File: config.mk
export PLATFORM = sky130hd
export DESIGN_NAME = system_io_uart_tx_flat
export DESIGN_NICKNAME = d
export VERILOG_FILES = /design/src/rtl/system_io_uart_tx_if.sv /design/src/rtl/system_io_uart_tx.sv /design/src/flat_wrapper.sv
export SDC_FILE = /design/constraint.sdc
export NUM_CORES = 1
export LEC_CHECK = 0
export CORE_MARGIN = 4
export CORE_UTILIZATION = 40
export CTS_BUF_LIST = sky130_fd_sc_hd__clkbuf_16
export DETAILED_ROUTE_END_ITERATION = 8
export GPL_ROUTABILITY_DRIVEN = 0
export HOLD_SLACK_MARGIN = 0.12
export SKIP_CTS_REPAIR_TIMING = 1
export SYNTH_ARGS = -nofsm -noshare
export SYNTH_HDL_FRONTEND = slang
export SYNTH_SLANG_ARGS = --single-unit
File: constraint.sdc
create_clock -name system1000 -period 6.85 [get_ports system1000]
set_input_delay 1.37 -clock system1000 [delete_from_list [all_inputs] [get_ports system1000]]
set_output_delay 1.37 -clock system1000 [all_outputs]
set_load 0.05 [all_outputs]
File: src/rtl/system_io_uart_tx_if.sv
// system_io_uart_tx_if
//   Processor-side connection of the UART transmit peripheral.
//   io_out : 17-bit processor output word ([16]=strobe, [8]=cmd, [7:0]=data)
//   io_in  : 17-bit status word returned to the processor input
//   master : processor side (drives io_out, reads io_in)
//   slave  : peripheral side (reads io_out, drives io_in)
interface system_io_uart_tx_if;
  logic [16:0] io_out;
  logic [16:0] io_in;

  modport master (output io_out, input io_in);
  modport slave  (input io_out, output io_in);
endinterface

File: src/rtl/system_io_uart_tx.sv
// system_io_uart_tx
//   Output-side peripheral of the processor. Strobed processor words either push
//   a byte into a small FIFO or clear the sticky overflow flag. The transmitter
//   drains the FIFO and sends each byte as an 8N1 UART frame on txd.
// Ports
//   system1000      : clock, all logic on the rising edge
//   system1000_rst  : synchronous reset, active high
//   bus (slave)     : io_out command word in, io_in registered status word out
//                     status = {ready, overflow, busy, 6'b0, count[7:0]}
//   txd             : registered UART serial output, idle high
module system_io_uart_tx #(
  parameter int FIFO_DEPTH   = 8,
  parameter int CLKS_PER_BIT = 434
) (
  input  logic              system1000,
  input  logic              system1000_rst,
  system_io_uart_tx_if.slave bus,
  output logic              txd
);

  localparam int PW = $clog2(FIFO_DEPTH);
  localparam int CW = PW + 1;
  localparam int BW = $clog2(CLKS_PER_BIT);
  localparam logic [CW-1:0] DEPTH_C   = CW'(FIFO_DEPTH);
  localparam logic [BW-1:0] BAUD_LAST = BW'(CLKS_PER_BIT - 1);

  typedef enum logic [1:0] {IDLE, START, DATA, STOP} tx_state_e;

  tx_state_e     state, state_d;
  logic [BW-1:0] baud_cnt, baud_cnt_d;
  logic [2:0]    bit_idx, bit_idx_d;
  logic [7:0]    shift, shift_d;
  logic          txd_d;
  logic [PW-1:0] wr_ptr, wr_ptr_d, rd_ptr, rd_ptr_d;
  logic [CW-1:0] count, count_d;
  logic          overflow, overflow_d;
  logic [16:0]   io_in_d;
  logic [7:0]    mem [FIFO_DEPTH];

  logic strobe, is_clear, push_req, push_ok, pop;
  logic [7:0] count_ext;
  logic unused_io_bits;

  assign unused_io_bits = ^bus.io_out[15:9];

  // Command decode, FIFO bookkeeping, transmitter FSM and next status word.
  // A pop only happens in IDLE, and it is what lets a push into a full FIFO succeed.
  always_comb begin
    strobe     = bus.io_out[16];
    is_clear   = strobe & bus.io_out[8];
    push_req   = strobe & ~bus.io_out[8];
    pop        = (state == IDLE) && (count != '0);
    push_ok    = push_req && ((count != DEPTH_C) || pop);

    state_d    = state;
    baud_cnt_d = baud_cnt;
    bit_idx_d  = bit_idx;
    shift_d    = shift;
    txd_d      = 1'b1;

    overflow_d = overflow;
    if (is_clear) begin
      overflow_d = 1'b0;
    end else if (push_req && !push_ok) begin
      overflow_d = 1'b1;
    end

    wr_ptr_d = push_ok ? wr_ptr + PW'(1) : wr_ptr;
    rd_ptr_d = pop ? rd_ptr + PW'(1) : rd_ptr;
    count_d  = count + CW'(push_ok) - CW'(pop);

    // txd is derived from the present state, so the line lags the FSM by one edge
    case (state)
      IDLE: begin
        txd_d = 1'b1;
        if (pop) begin
          shift_d    = mem[rd_ptr];
          baud_cnt_d = '0;
          state_d    = START;
        end
      end
      START: begin
        txd_d = 1'b0;
        if (baud_cnt == BAUD_LAST) begin
          baud_cnt_d = '0;
          bit_idx_d  = 3'd0;
          state_d    = DATA;
        end else begin
          baud_cnt_d = baud_cnt + BW'(1);
        end
      end
      DATA: begin
        txd_d = shift[0];
        if (baud_cnt == BAUD_LAST) begin
          baud_cnt_d = '0;
          shift_d    = {1'b0, shift[7:1]};
          if (bit_idx == 3'd7) begin
            state_d = STOP;
          end else begin
            bit_idx_d = bit_idx + 3'd1;
          end
        end else begin
          baud_cnt_d = baud_cnt + BW'(1);
        end
      end
      STOP: begin
        txd_d = 1'b1;
        if (baud_cnt == BAUD_LAST) begin
          baud_cnt_d = '0;
          state_d    = IDLE;
        end else begin
          baud_cnt_d = baud_cnt + BW'(1);
        end
      end
      default: begin
        txd_d   = 1'b1;
        state_d = IDLE;
      end
    endcase

    count_ext          = '0;
    count_ext[CW-1:0]  = count_d;
    io_in_d = {(count_d != DEPTH_C), overflow_d,
               ((state_d != IDLE) || (count_d != '0)), 6'b0, count_ext};
  end

  // State register; reset aborts any frame in flight and discards queued bytes.
  always_ff @(posedge system1000) begin
    if (system1000_rst) begin
      state      <= IDLE;
      baud_cnt   <= '0;
      bit_idx    <= 3'd0;
      shift      <= 8'd0;
      txd        <= 1'b1;
      wr_ptr     <= '0;
      rd_ptr     <= '0;
      count      <= '0;
      overflow   <= 1'b0;
      bus.io_in  <= 17'h10000;
    end else begin
      state      <= state_d;
      baud_cnt   <= baud_cnt_d;
      bit_idx    <= bit_idx_d;
      shift      <= shift_d;
      txd        <= txd_d;
      wr_ptr     <= wr_ptr_d;
      rd_ptr     <= rd_ptr_d;
      count      <= count_d;
      overflow   <= overflow_d;
      bus.io_in  <= io_in_d;
    end
  end

  // FIFO storage; a full FIFO popped in the same cycle writes the slot being read,
  // which is safe because the head is captured into the shift register on this edge.
  always_ff @(posedge system1000) begin
    if (!system1000_rst && push_ok) begin
      mem[wr_ptr] <= bus.io_out[7:0];
    end
  end

endmodule
File: src/flat_wrapper.sv
// flat-port wrapper written by rule: the top's interface ports become plain ports
module system_io_uart_tx_flat 
#(
  parameter int FIFO_DEPTH   = 8,
  parameter int CLKS_PER_BIT = 434
)
  (system1000, system1000_rst, txd, bus_io_out, bus_io_in);
  system_io_uart_tx_if bus_i ();
  input  logic system1000;
  input  logic system1000_rst;
  output logic txd;
  input wire logic [$bits(bus_i.io_out)-1:0] bus_io_out;
  output wire logic [$bits(bus_i.io_in)-1:0] bus_io_in;
  assign bus_i.io_out = bus_io_out;
  assign bus_io_in = bus_i.io_in;
  system_io_uart_tx #(.FIFO_DEPTH(FIFO_DEPTH), .CLKS_PER_BIT(CLKS_PER_BIT)) u_core (.system1000(system1000), .system1000_rst(system1000_rst), .bus(bus_i), .txd(txd));
endmodule
==> results of run 1 <==
## registers in the layout (all words and copies together) (netlist names), named ones only
name / count
u_core.state: 2
u_core.txd: 1
u_core.shift: 8
u_core.bit_idx: 3
u_core.mem: 64
u_core.rd_ptr: 3
u_core.count: 3
u_core.baud_cnt: 9
u_core.bus.io_in: 4
u_core.wr_ptr: 3
## layout by cell type (no fill, tap or decap), types with 3 or more instances in the layout
cell and n:
ha_1 17, nand2_1 17, a21oi_1 9, nand3_1 4, conb_1 10, and2_1 3, nor2_1 32, mux2i_1 4
nand4_1 11, a31oi_1 8, mux4_2 16, xor2_1 7, mux2_2 8, nor3b_2 3, inv_1 14, buf_4 4
clkbuf_16 9, clkdlybuf4s50_1 19, dfxtp_1 39, o21ai_0 11, xnor2_1 4, edfxtp_1 64
## cell type report
cell class	instances	area, sq um
multi-input combinational	201	1660
tap	140	175
fill	990	5870
clock inverter	7	77.6
clock buffer	9	225
sequential	103	2700
inverter	14	52.6
timing repair buffer	23	220
## cells in the mapped netlist, types with 8 or more instances
library cell	n	area share
dfxtp_1	39	0.17
ha_1	17	0.047
o21ai_0	11	0.012
a21oi_1	9	0.0099
nor2_1	32	0.026
nand4_1	11	0.015
a31oi_1	8	0.011
mux4_2	16	0.079
nand2_1	17	0.014
buf_4	11	0.018
edfxtp_1	64	0.42
mux2_2	8	0.020
inv_1	14	0.012
## worst register-to-register path, delay by kind of cell, from the launching register on
family          cells  cell delay (ps)
simple gates        3              800
fa+ha+maj           3             1100
flops               1              350
xor+xnor            1              180
buf+inv             2              190
compound gates      1              730
## worst max-delay path by stage
stage | endpoint | cells past startpoint | slack [ps] | start
global placement | u_core.bus.io_in[16] | 9 | 2580 | bus_io_out[16]
finish | u_core.bus.io_in[16] | 9 | 2900 | bus_io_out[16]
global route | u_core.bus.io_in[16] | 9 | 2770 | bus_io_out[16]
CTS | u_core.bus.io_in[16] | 9 | 2920 | bus_io_out[16]
detailed placement | u_core.bus.io_in[16] | 9 | 2550 | bus_io_out[16]
floorplan | u_core.bus.io_in[16] | 8 | 3380 | bus_io_out[16]
## cells by family after synthesis
family / after synthesis / share of synthesized area
DFF: 103 / 0.592
and+or+nand+nor: 91 / 0.106
AOI/OAI and AO/OA: 43 / 0.0672
buffers and inverters: 40 / 0.0540
muxes: 28 / 0.107
adders and majority gates: 18 / 0.0510
xor gates and xnor gates: 11 / 0.0211
other: 1 / 0.000822
## metal layers
metal / vias to the layer above / wire length, um / share of wire
li1: 1261 / - / -
met1: 1265 / 3480 / 0.44
met2: 59 / 3930 / 0.50
met3: 7 / 403 / 0.051
met4: 0 / 89 / 0.011
met5: - / 0 / 0
## power by group through the flow
| stage | Clock, mW | Combinational, mW | Sequential (mW) |
|---|---|---|---|
| finish | 0.519 | 0.583 | 0.778 |
| global route | 0.565 | 0.660 | 0.792 |
| CTS | 0.536 | 0.592 | 0.780 |
| detailed placement | 0 | 0.587 | 0.794 |
| global placement | 0 | 0.580 | 0.793 |
| floorplan | 0 | 0.428 | 0.820 |
==> impl_results.md, run 1 <==
- Status: finished, final reports clean
- Clock power share: 0.276
- End of the worst register-to-register path: u_core.bus.io_in[16]
- Placed instance count: between 400 and 500
- Fraction of layout cells with a size suffix above 1: 0.160
- Net Sw Frac: 0.328
- RR Startpoint: u_core.state[0]
- Full die area: 13200 sq um
- Final Instance Area: approximately 5100 sq um
- Final setup viols: 0
- Final std cells w/o fill: 497
- Num Clock Sinks: just over 100
- DR WL/cell: 15.9 um
- NetSw: 616 uW
- Drt drc: 0
- Initial DRT Pass Iterations: 4
- Global route hottest layer: met2
- Clock root buffer: clkbuf_16
- Slew HR: 0.317
- Period utilization: 0.576
- GR Util met1: 0.168
- Cell Area, Placed: 4810 sq um
- Hold EP: u_core.shift[7]
- Worst hold stages: 2
- Die width: 115 um
- # H-tree levels: 3
- Global-route wire length before repair: ~13000 um
- GR Util All Layers: 0.133
- Worst path arrival time: 4160 ps
- Fmax: 253 MHz
- Asr flop ratio synth: 0
- Crit-path max FO: 10
- Hold Startpoint: u_core.shift[7]
- DRT antenna net count: 0
- CTS Buffer Depth: 2
- Post-layout util: 0.466
- DR iter-0 viols: 230
- Layout Nets: 389
- Vias per cell: about 5.2
- Internal power: between 1 and 1.5 mW
- Critical path data required time: 7070 ps
- EDFF count, synth: 64
- Pre-CTS WS: 2550 ps
- Sequential share of power: 0.414
- R2R cell count: 10
- Core Area: between 10000 and 15000 sq um
- Number of global-route vias before repair: 2563
- Total I/O pin count: 37
- Initial core utilization: 0.416
- Detailed placement HPWL: 5140 um
- Primary FF master, synth: edfxtp_1
- CTS tree: done
- Sequential share of the synthesized area: 0.592
- CP max-delay cell: a311oi_2
- Leak: ~1.7 nW
- Setup TNS Final: 0 ps
- Final critical-path required period: 3950 ps
- CP most frequent cell: inv_1
- Worst hold path type: reg -> reg
- Top Family by Delay on Critical Path: compound AO/OA/AOI/OAI gates
- # diodes: 0
- Number of synthesis warnings: 0
- Worst-path clk slew: ~70 ps
- Power per cell area: 367 nW/um^2
- Crit path cell chain: clkdlybuf4s50_1 > inv_1 > a311oi_2 > ha_1 > inv_1 > fa_1 > xor2_1 > and3b_1 > or3b_2
- Skew-Pair Late Insertion Delay: 340 ps
- Cts bufs inserted: 9
- Logic pwr share: 0.310
- Crit Path Class: in -> reg
- Max-slew violation count: 0
- Worst Path Buf+Inv: 3
- Seq cells post-synth: around 100
- Max incr delay on CP: 680 ps
- Port Buffers: 19
- MaxCap Viol Count: 0
- VDD IR max: between 300 and 400 uV
- Pwr Total: 1.88 mW
- Mapped Cells: 335
- Antenna violations before repair: 0
- Via count: 2592
- Worst setup margin: 2900 ps
- Worst Hold Slack: 485 ps
- Setup crit end kind: flop
- RSZ-0062 raised after global routing: false
- Type of origin of the critical path: primary input
- Die Span Y: 115 um
- Mean Syn Cell Area: 13.6 sq um
- Final Hold Fails: 0
- Maximum number of pins on one net before global-route repair: 34
- Worst Tran Pin Value: 1020 ps
- # rows: 38
- GR Util met2: 0.224
- Post-synthesis cell area: 4560 sq um
- Met3 Usage GRT: 0.0389
- Synth unique cells: 53
- Final WL: 7900 um
- Final Skew: 7.05 ps
- Area Growth Syn to Fin: 12.1%
- Grt ovf: 0
- R2R setup slack: 3380 ps
Power figures use the tool's default switching activity.
==> inputs of run 2 (changes only) <==
==> constraint.sdc (replaced) <==
create_clock -name system1000 -period 4.1 [get_ports system1000]
set_input_delay 0.82 -clock system1000 [delete_from_list [all_inputs] [get_ports system1000]]
set_output_delay 0.82 -clock system1000 [all_outputs]
set_load 0.05 [all_outputs]
==> run 2 against run 1 <==
Flip-flop and latch count did not move; wire length rose by 2.4%; largest power group unchanged; utilization increased by 0.068 points; clock power up 54%; register-to-register slack got worse by 2400 ps; total power is 64% higher; critical path depth rose by 4.
==> impl_results.md, run 2 (synthesis gave the netlist of run 1 again) <==
- Status: finished, final reports clean
- Area of the multi-input gates: 1650 sq um (-0.90%)
- Internal power: 2.05 mW (+62%)
- Global route hottest layer: met2
- Net Sw Frac: 0.335 (+0.00737)
- Final setup viols: 0 (unchanged)
- Slew HR: 0.262 (-0.0547)
- Leak: 1.74 nW (+1.1%)
- Worst-path clk slew: 70 ps (about the same)
- Post-layout util: 0.467 (+0.000683)
- Maximum number of pins on one net before global-route repair: 34 (unchanged)
- Vias per cell: 5.18 (-0.66%)
- Placed instance count: 487 (+1.2%)
- DR iter-0 viols: 112 (-51%)
- Fraction of layout cells with a size suffix above 1: 0.163 (+0.00287)
- Cts bufs inserted: 9 (unchanged)
- Top flop regs: u_core.mem x64, u_core.baud_cnt x9, u_core.shift x8
- Drt drc: 0 (unchanged)
- Total I/O pin count: 37 (unchanged)
- Final std cells w/o fill: 503 (+1.2%)
- Final Skew: 4.78 ps (-2.27 ps)
- DR WL/cell: 16.1 um (+1.2%)
- CTS tree: done
- Final Hold Fails: 0 (unchanged)
- Power per cell area: 601 nW/um^2 (+63%)
- Met3 Usage GRT: 0.0437 (+0.00474)
- Type of origin of the critical path: flop
- Final critical-path required period: 3170 ps
- Initial DRT Pass Iterations: 4 (unchanged)
- Crit Path Class: reg -> reg
- Antenna violations before repair: 0 (unchanged)
- Final WL: 8100 um (+2.4%)
- Port Buffers: 19 (unchanged)
- Num Clock Sinks: 103 (unchanged)
- Largest register FFs: 64 (unchanged)
- Skew-Pair Late Insertion Delay: 340 ps (about the same)
- Period utilization: 0.773
- Initial core utilization: 0.416 (unchanged)
- Layout Nets: 395 (+1.5%)
- Via count: 2606 (+0.54%)
- Cell Area, Placed: 4840 sq um (+0.62%)
- Sequential share of power: 0.435 (+0.021)
- Core Area: 11000 sq um (unchanged)
- Most common cell after layout, fill and taps aside: edfxtp_1
- VDD IR max: 356 uV (+11%)
- Number of global-route vias before repair: 2572 (+0.35%)
- Crit-path max FO: 4 (-6)
- NetSw: 1.03 mW (+67%)
- Critical Path Start: u_core.count[2]
- Grt ovf: 0 (unchanged)
- Global-route wire length before repair: 13200 um (-1.7%)
- Commonest non-fill, non-tap cells in the layout: 64 x edfxtp_1, 39 x dfxtp_1, 32 x nor2_1, 19 x clkdlybuf4s50_1
- Pwr Total: 3.08 mW (+64%)
- Reg area: 2700 sq um (unchanged)
- Die Span Y: 115 um (unchanged)
- Die width: 115 um (unchanged)
- Critical path data required time: 4320 ps (-2750 ps)
- Max-slew violation count: 0 (unchanged)
- Setup TNS Final: 0 ps (unchanged)
- Full die area: 13200 sq um (unchanged)
- Hold Startpoint: u_core.shift[7]
- Logic pwr share: 0.305 (-0.005)
- Worst hold path type: reg -> reg
- Fmax: 316 MHz
- Worst Tran Pin Value: 1100 ps (+84.3 ps)
- # rows: 38 (unchanged)
- Clock root buffer: clkbuf_16
- DRT antenna net count: 0 (unchanged)
- Detailed placement HPWL: 5200 um (+1.3%)
- GR Util met2: 0.211 (-0.0132)
- RR Startpoint: u_core.count[2]
- # diodes: 0 (unchanged)
- Area Growth Syn to Fin: 12.3%
- CTS Buffer Depth: 2 (unchanged)
- RSZ-0062 raised after global routing: false
- Clock power share: 0.260 (-0.016)
- Number of fill cells: 984 (-0.61%)
- GR Util met1: 0.169 (about the same)
- Final Instance Area: 5120 sq um (+0.15%)
- Worst path arrival time: 3390 ps (-770 ps)
- Setup crit end kind: flop
- # H-tree levels: 3 (unchanged)
- GR Util All Layers: 0.130 (-0.00307)
- Most flop-heavy register: u_core.mem
- MaxCap Viol Count: 0 (unchanged)
-- run 2: cell count changes in the layout (fill, tap and decap cells not counted), sizes merged --
cell and delta:
clkinv +1, bufinv -1, buf +6
-- run 2: metal layers --
layer	share of wire	wire length, um
met1	0.46	3700
met4	0.0098	79
met5	0	0
met3	0.053	429
met2	0.48	3890
-- run 2: path summary, 6_finish.rpt --
check                          to  slack [ps]  depth (start not counted)
max          u_core.bus.io_in[16]         930                         13
min               u_core.shift[7]         490                          2
max reg2reg  u_core.bus.io_in[16]         930                         13
min reg2reg       u_core.shift[7]         490                          2
-- run 2: layout make-up --
type / instances / share of cell area
repair buffers: 29 / 0.0518
inverters: 14 / 0.0103
multi-input cells: 201 / 0.322
well taps: 140 / 0.0342
clock inverters: 7 / 0.0107
flip-flops and latches: 103 / 0.527
clock buffers: 9 / 0.0439
-- run 2: power groups by stage --
stage / logic (mW) / clock network, mW / registers (mW)
finish: 0.938 / 0.801 / 1.34
global route: 1.05 / 0.868 / 1.36
CTS: 0.948 / 0.827 / 1.34
detailed placement: 0.940 / 0 / 1.36
global placement: 0.928 / 0 / 1.36
floorplan: 0.715 / 0 / 1.37
-- run 2: stage by stage --
step,worst slack (ps),hold slack (ps)
6_report,932,486
2_1_floorplan,834,447
3_5_place_dp,667,472
3_3_place_gp,691,471
4_1_cts,900,482
5_1_grt,634,496
-- run 2: worst max-delay path, stage by stage, from the launching register on --
cell and delay (ps):
dfxtp_1 310, inv_1 100, ha_1 210, or3b_2 500
nand2_1 140, inv_1 60, ha_1 260, inv_1 60
ha_1 150, inv_1 50, fa_1 370, xor2_1 180
and3b_1 200, or3b_2 440
